==> src/rtl/mem_arbiter.sv <==
// Arbiter sharing one memory-controller request channel between lsb, icache and prefetcher.
// Optional fair mode (icache anti-starvation counter) is enabled by defining MEM_ARB_FAIR_EN.
`timescale 1ns/1ps

module mem_arbiter #(
    parameter logic [31:0] IO_BASE      = 32'h00030000,
    parameter int          STARVE_LIMIT = 4
) (
    input  logic        clk,
    input  logic        reset,
    input  logic        ready,
    input  logic        clear,
    input  logic        io_buffer_full,
    input  logic        lsb_req,
    input  logic        lsb_type,
    input  logic [31:0] lsb_addr,
    input  logic [1:0]  lsb_len,
    input  logic [31:0] lsb_wdata,
    output logic        lsb_done,
    output logic [31:0] lsb_rdata,
    input  logic        ic_req,
    input  logic [31:0] ic_addr,
    output logic        ic_done,
    output logic [31:0] ic_rdata,
    input  logic        pf_req,
    input  logic [31:0] pf_addr,
    output logic        pf_done,
    output logic [31:0] pf_rdata,
    output logic        mc_in_flag,
    output logic        mc_type,
    output logic [31:0] mc_addr,
    output logic [1:0]  mc_len,
    output logic [31:0] mc_wdata,
    input  logic        mc_out_flag,
    input  logic [31:0] mc_rdata
);

    typedef enum logic [1:0] {ST_IDLE = 2'd0, ST_BUSY = 2'd1, ST_HOLD = 2'd2} state_t;

    localparam logic [1:0] OWN_NONE = 2'd0;
    localparam logic [1:0] OWN_LSB  = 2'd1;
    localparam logic [1:0] OWN_IC   = 2'd2;
    localparam logic [1:0] OWN_PF   = 2'd3;

    state_t      state_r, state_s;
    logic [1:0]  owner_r, owner_s, grant_s;
    logic        lsb_elig_s, force_ic_s, abort_s;
    logic        mc_in_flag_r, mc_in_flag_s, mc_type_r, mc_type_s;
    logic [31:0] mc_addr_r, mc_addr_s, mc_wdata_r, mc_wdata_s;
    logic [1:0]  mc_len_r, mc_len_s;
    logic        lsb_done_r, lsb_done_s, ic_done_r, ic_done_s, pf_done_r, pf_done_s;
    logic [31:0] lsb_rdata_r, lsb_rdata_s, ic_rdata_r, ic_rdata_s, pf_rdata_r, pf_rdata_s;

`ifdef MEM_ARB_FAIR_EN
    logic [2:0]  starve_cnt_r, starve_cnt_s;

    // Starvation counter: counts lsb wins over a waiting icache, cleared by icache grant or flush.
    always_comb begin
        starve_cnt_s = starve_cnt_r;
        if (clear) begin
            starve_cnt_s = 3'd0;
        end else if (state_r == ST_IDLE && grant_s == OWN_IC) begin
            starve_cnt_s = 3'd0;
        end else if (state_r == ST_IDLE && grant_s == OWN_LSB && ic_req && starve_cnt_r != 3'd7) begin
            starve_cnt_s = starve_cnt_r + 3'd1;
        end else begin
            starve_cnt_s = starve_cnt_r;
        end
    end

    // Starvation counter register.
    always_ff @(posedge clk or negedge reset) begin
        if (!reset) begin
            starve_cnt_r <= 3'd0;
        end else if (ready) begin
            starve_cnt_r <= starve_cnt_s;
        end
    end

    assign force_ic_s = (starve_cnt_r >= 3'(STARVE_LIMIT));
`else
    assign force_ic_s = 1'b0;
`endif

    // I/O stores are held back while the UART buffer is full; reads on clear are not worth issuing.
    always_comb begin
        lsb_elig_s = lsb_req && !(lsb_type && (lsb_addr >= IO_BASE) && io_buffer_full);
        if (clear) begin
            grant_s = OWN_NONE;
        end else if (force_ic_s && ic_req) begin
            grant_s = OWN_IC;
        end else if (lsb_elig_s) begin
            grant_s = OWN_LSB;
        end else if (ic_req) begin
            grant_s = OWN_IC;
        end else if (pf_req) begin
            grant_s = OWN_PF;
        end else begin
            grant_s = OWN_NONE;
        end
    end

    // Only reads are abortable; an in-flight store must complete.
    assign abort_s = clear && !mc_type_r;

    // State register.
    always_ff @(posedge clk or negedge reset) begin
        if (!reset) begin
            state_r <= ST_IDLE;
        end else if (ready) begin
            state_r <= state_s;
        end
    end

    // Next-state logic.
    always_comb begin
        state_s = state_r;
        case (state_r)
            ST_IDLE: state_s = (grant_s != OWN_NONE) ? ST_BUSY : ST_IDLE;
            ST_BUSY: begin
                if (abort_s) begin
                    state_s = ST_IDLE;
                end else if (mc_out_flag) begin
                    state_s = ST_HOLD;
                end else begin
                    state_s = ST_BUSY;
                end
            end
            ST_HOLD: state_s = ST_IDLE;
            default: state_s = ST_IDLE;
        endcase
    end

    // Next values of the registered outputs; done flags default low so they pulse for one cycle.
    always_comb begin
        owner_s      = owner_r;
        mc_in_flag_s = mc_in_flag_r;
        mc_type_s    = mc_type_r;
        mc_addr_s    = mc_addr_r;
        mc_len_s     = mc_len_r;
        mc_wdata_s   = mc_wdata_r;
        lsb_done_s   = 1'b0;
        ic_done_s    = 1'b0;
        pf_done_s    = 1'b0;
        lsb_rdata_s  = lsb_rdata_r;
        ic_rdata_s   = ic_rdata_r;
        pf_rdata_s   = pf_rdata_r;
        case (state_r)
            ST_IDLE: begin
                if (grant_s != OWN_NONE) begin
                    owner_s      = grant_s;
                    mc_in_flag_s = 1'b1;
                    if (grant_s == OWN_LSB) begin
                        mc_type_s  = lsb_type;
                        mc_addr_s  = lsb_addr;
                        mc_len_s   = lsb_len;
                        mc_wdata_s = lsb_wdata;
                    end else begin
                        mc_type_s  = 1'b0;
                        mc_addr_s  = (grant_s == OWN_IC) ? ic_addr : pf_addr;
                        mc_len_s   = 2'd3;
                        mc_wdata_s = 32'h0000_0000;
                    end
                end else begin
                    mc_in_flag_s = 1'b0;
                end
            end
            ST_BUSY: begin
                if (abort_s) begin
                    mc_in_flag_s = 1'b0;
                end else if (mc_out_flag) begin
                    mc_in_flag_s = 1'b0;
                    case (owner_r)
                        OWN_LSB: begin lsb_done_s = 1'b1; lsb_rdata_s = mc_rdata; end
                        OWN_IC:  begin ic_done_s  = 1'b1; ic_rdata_s  = mc_rdata; end
                        OWN_PF:  begin pf_done_s  = 1'b1; pf_rdata_s  = mc_rdata; end
                        default: mc_in_flag_s = 1'b0;
                    endcase
                end else begin
                    mc_in_flag_s = 1'b1;
                end
            end
            ST_HOLD: mc_in_flag_s = 1'b0;
            default: mc_in_flag_s = 1'b0;
        endcase
    end

    // Output and ownership registers; a low ready freezes everything, including done pulses.
    always_ff @(posedge clk or negedge reset) begin
        if (!reset) begin
            owner_r      <= OWN_NONE;
            mc_in_flag_r <= 1'b0;
            mc_type_r    <= 1'b0;
            mc_addr_r    <= 32'h0000_0000;
            mc_len_r     <= 2'd0;
            mc_wdata_r   <= 32'h0000_0000;
            lsb_done_r   <= 1'b0;
            ic_done_r    <= 1'b0;
            pf_done_r    <= 1'b0;
            lsb_rdata_r  <= 32'h0000_0000;
            ic_rdata_r   <= 32'h0000_0000;
            pf_rdata_r   <= 32'h0000_0000;
        end else if (ready) begin
            owner_r      <= owner_s;
            mc_in_flag_r <= mc_in_flag_s;
            mc_type_r    <= mc_type_s;
            mc_addr_r    <= mc_addr_s;
            mc_len_r     <= mc_len_s;
            mc_wdata_r   <= mc_wdata_s;
            lsb_done_r   <= lsb_done_s;
            ic_done_r    <= ic_done_s;
            pf_done_r    <= pf_done_s;
            lsb_rdata_r  <= lsb_rdata_s;
            ic_rdata_r   <= ic_rdata_s;
            pf_rdata_r   <= pf_rdata_s;
        end
    end

    assign mc_in_flag = mc_in_flag_r;
    assign mc_type    = mc_type_r;
    assign mc_addr    = mc_addr_r;
    assign mc_len     = mc_len_r;
    assign mc_wdata   = mc_wdata_r;
    assign lsb_done   = lsb_done_r;
    assign ic_done    = ic_done_r;
    assign pf_done    = pf_done_r;
    assign lsb_rdata  = lsb_rdata_r;
    assign ic_rdata   = ic_rdata_r;
    assign pf_rdata   = pf_rdata_r;

endmodule
==> config.mk <==
export PLATFORM = sky130hd
export DESIGN_NAME = mem_arbiter
export DESIGN_NICKNAME = d
export VERILOG_FILES = /design/src/rtl/mem_arbiter.sv
export SDC_FILE = /design/constraint.sdc
export NUM_CORES = 1
export LEC_CHECK = 0
export CORE_MARGIN = 10
export CORE_UTILIZATION = 45
export DETAILED_ROUTE_END_ITERATION = 7
export PLACE_DENSITY = 0.86
export SLEW_MARGIN = 15
export SYNTH_ARGS = -nofsm -noshare
export SYNTH_HDL_FRONTEND = slang
export SYNTH_SLANG_ARGS = --single-unit
==> constraint.sdc <==
create_clock -name clk -period 5.1 [get_ports clk]
set_input_delay 1.53 -clock clk [delete_from_list [all_inputs] [get_ports clk]]
set_output_delay 1.53 -clock clk [all_outputs]
set_load 0.005 [all_outputs]
# Word level (Yosys, flattened, before mapping)
# Index checks and enable logic that the tools add are counted.
# word_totals
reg_bits	171
inputBits	172
out_inout_bits	167
wordCells	62
# classes
magnitude_cmp	1
eq_ne	6
muxes	29
bitwise	1
reduce_logical	12
# op_table
op	count
32-bit 2-to-1 mux	3
32-bit by 18-bit >= comparator with 1-bit output (second input constant)	1
1-bit 2-to-1 mux	17
5-bit AND reduction	3
2-bit 2-to-1 mux	7
2-bit by 1-bit equality test with 1-bit output (second input constant)	3
2-bit equality test (second input constant)	3
1-bit logical AND	4
2-bit case mux with 2 select lines	1
3-bit AND reduction	1
1-bit zero test	2
2-bit zero test	1
1-bit case mux with 2 select lines	1
2-bit nonzero test	1
1-bit NOT	1

# Logic depth before layout (Yosys ltp)
# logic_depth
word_depth	10
ltp_mapped	8
depth_no_buf	5

# Least setup slack after synthesis
# OpenSTA, ideal clock, no wires.
# synth_path
kind	in2reg
start	input ready
end	register ic_rdata_r[0], in the netlist ic_rdata[0]
arrival_time_ps	2872
t_required_ps	4975
setup_slack_ps	2103
stages	5
path_buffers	1
cell_sequence	inv_1 nor4_2 nor3b_2 buf_2 mux2_2
# synth_between
elab_chain_cells	1
# synth_rtl
element	line_no	rtl
start, declared	11	input logic ready,
5-bit AND reduction (no line)	n/a	
end signal, assigned	214	ic_rdata_r <= ic_rdata_s;
end, declared	52	logic [31:0] lsb_rdata_r, lsb_rdata_s, ic_rdata_r, ic_rdata_s, pf_rdata_r, pf_rdata_s;
# Every way passes these cells.
# A chain may end at the register's enable or synchronous reset.

# Final worst setup path
# layout_path
start	input lsb_addr[31]
end	register mc_addr_r[29], in the netlist mc_addr[29]
# layout_between
elab_chain_cells	10
elab_cells_between_ends	13
classes_between	1 x order compare; 2 x eq/ne; 4 x mux; 6 x reduce/logical
# layout_rtl
element	line_no	rtl
start, declared	16	input logic [31:0] lsb_addr,
32-bit by 18-bit >= comparator with 1-bit output (*)	87	lsb_elig_s = lsb_req && !(lsb_type && (lsb_addr >= IO_BASE) && io_buffer_full);
1-bit logical AND (*) (2 in a row)	87	
1-bit zero test (*)	87	
1-bit logical AND (*)	87	
2-bit 2-to-1 mux (*)	92	end else if (lsb_elig_s) begin
2-bit 2-to-1 mux (*)	88	if (clear) begin
2-bit equality test	160	mc_addr_s = (grant_s == OWN_IC) ? ic_addr : pf_addr;
32-bit 2-to-1 mux	160	
32-bit 2-to-1 mux	153	if (grant_s == OWN_LSB) begin
end signal, assigned	207	mc_addr_r <= mc_addr_s;
end, declared	49	logic [31:0] mc_addr_r, mc_addr_s, mc_wdata_r, mc_wdata_s;
# Mark *: on every way between the ends. The rest lies on a longest branch, timed or not.

==> qor.txt <==
prevailing post-synth register cell = dfrtp_1
VDD IR-drop max = 0.250 mV
Routed wire per std cell = 23.0 µm
total I/O pin count = 339
drt via density = 5.63
antenna viol nets, final = 0
CTS resizes = 0
wirelength, routed = 26300 µm
critical path type = input port to flop
Pre-antenna DRT Iters = 5
Critical Path RT = 5.40 ns
clk sinks = 170
final std cells w/o fill = 1144
Synth area leader = dfrtp_1
synthesis-stage register bit count = 170
GRT Total Usage = 0.234
Die H = 148 µm
FILL cells = 1134
vias in the first global route = 6978
Max-cap violations = 0
largest net degree at the start of global routing = 102
Iter 0 DRT Violations = 364
Seq/Total Area, Yosys = 0.575
fin crit share = 0.736
Area contributors post-synth = dfrtp_1 58%, mux2_2 15%, a22o_1 3.9%
Pwr Density = 459 nW/µm²
Leakage = 4.97 nW
first-pass GRT wire length = 40400 µm
final hold violations = 0
CTS Hold Bufs = 0
Slew Viols, Final = 0
Non-Filler Cell Area, Final = 11600 µm²
Worst-Margin Slew = 0.960 ns
I/O Buffers = 338
Synth Cell Area = 7400 µm²
Vias = 6438
CTS Buffer Depth = 2
number of cell rows = 46
number of synthesized flops with an enable pin = 0
GPL Wtd Cong = 0.891
Fmax = 266 MHz
residual DRC count = 0
placed cell count = 1110
Worst Setup Start Kind = input port
Critical Path End Type = flop
Setup TNS = 0 ns
H-tree depth = 4
core area = 16000 µm²
area grow syn2layout = 56.3%
Final nets = 1085
RSZ-0062 raised after global routing = false
initial antenna violation count = 2
gr ovfl total = 0
area share of the largest cell type after synthesis = 0.575
Synth Area per Inst = 12.5 µm²
maximum fanout along the worst path = 15
Slew HR = 0.360
TritonCTS clock tree = built
die area = 22000 µm²
die width = 148 µm
cell chosen for the clock root = clkbuf_16
clock slew at reported path FFs = 0.07 ns
Initial Utilization = 0.462
Worst-Skew Late Latency = 0.42 ns
status = finished clean
Unique masters post-synth = 37
clock skew = 0.0125 ns
Mapped Cells = 590
post-CTS setup buffers = 0
YS warnings = 0
syn nets = 762
placed cell area = 11000 µm²
CP arrival = 4.06 ns
fin crit period = 3.75 ns
Final Setup Violations = 0
DP HPWL = 19800 µm
Inserted Clock Buffers = 17
Hold Path Class = flop to flop
async set or reset register ratio after synthesis = 1.00
fraction of layout cells with a size suffix above 1 = 0.165
final hold slack = 0.479 ns
final timing paths:
path | start | endpoint | slack [ns] | cells after the start
max | lsb_addr[31] | mc_addr[29] | 1.35 | 7
min | mc_addr[8] | mc_addr[8] | 0.48 | 2
max reg2reg | state_r[1] | ic_rdata[25] | 2.94 | 4
min reg2reg | mc_addr[8] | mc_addr[8] | 0.48 | 2
max in group asynchronous | reset | pf_rdata[2] | 2.98 | 2
min in group asynchronous | reset | pf_rdata[14] | 1.21 | 1
layer usage:
| layer | track usage | up-vias | wire length, µm |
|---|---|---|---|
| li1 | - | 2885 | - |
| met1 | 0.258 | 3156 | 9870 |
| met2 | 0.382 | 346 | 12600 |
| met3 | 0.106 | 51 | 2950 |
| met4 | 0.106 | 0 | 880 |
| met5 | 0 | - | 0 |
cells by family (layout without fill, tap and decap cells):
kind of cell	count (synthesis)	count (layout)	synth area share
flip-flops	170	170	0.575
AND/OR/NAND/NOR	95	95	0.0687
multiplexers	96	96	0.146
AO/OA/AOI/OAI	174	174	0.175
other	0	2	0
buffers and inverters	55	391	0.0352
state kept, by name, indices dropped and copies added, names as in the netlist, 2 cells and up:
name       count
owner_r        2
mc_len         2
state_r        2
mc_addr       32
lsb_rdata     32
mc_wdata      32
ic_rdata      32
pf_rdata      32
critical path, stage by stage:
cell,delay [ns]
clkdlybuf4s50_1,0.46
nor4_1,0.34
and4_1,0.44
or3_1,0.50
buf_4,0.26
o22ai_1,0.10
o41ai_1,0.42
synth_stat cells (2+ instances only):
cell type / number
or2_2: 2
inv_1: 5
o21ai_0: 2
or3_1: 2
clkbuf_1: 19
o31ai_1: 29
buf_4: 4
buf_2: 25
o41ai_1: 3
o22ai_1: 31
nand2_1: 38
o221ai_1: 31
mux2_2: 96
nor4_1: 3
nor2b_1: 3
a21oi_1: 32
a21o_1: 3
and3_1: 2
o22a_1: 5
dfrtp_1: 170
nand2b_1: 30
nor2_1: 8
a22o_1: 33
cells in the final DEF, fill, tap and decap left out, types with 3 or more instances in the layout:
cell,n
a22o_1,33
o221ai_1,31
a21oi_1,32
nor2b_1,3
o22ai_1,31
nand2b_1,30
buf_4,13
dfrtp_1,170
o41ai_1,3
nor2_1,8
nand2_1,38
nor4_1,3
o22a_1,5
mux2_2,96
inv_6,4
o31ai_1,29
clkdlybuf4s50_1,337
inv_1,5
clkbuf_16,17
a21o_1,3
report_power, final:
| part | switching (mW) | internal (mW) |
|---|---|---|
| Clock | 0.556 | 0.748 |
| Combinational | 0.648 | 1.26 |
| Sequential | 0.274 | 1.82 |
| Total | 1.48 | 3.83 |
area by class of cell:
class / instances / area (µm²) / area share
sequential: 170 / 4250 / 0.368
timing repair buffer: 353 / 3520 / 0.304
multi-input combinational: 365 / 2900 / 0.250
clock buffer: 19 / 443 / 0.0383
tap: 216 / 270 / 0.0234
clock inverter: 13 / 155 / 0.0134
inverter: 6 / 22.5 / 0.00195
antenna: 2 / 5.00 / 0.000433
stage by stage:
step | worst slack, ns | total power, mW | utilization
2_1_floorplan | 2.10 | 2.64 | -
3_3_place_gp | 1.15 | 3.96 | 0.685
3_5_place_dp | 0.935 | 4.04 | 0.685
4_1_cts | 1.40 | 5.37 | 0.723
5_1_grt | 1.20 | 5.59 | 0.723
6_report | 1.35 | 5.31 | 0.723
Power figures use the tool's default switching activity.
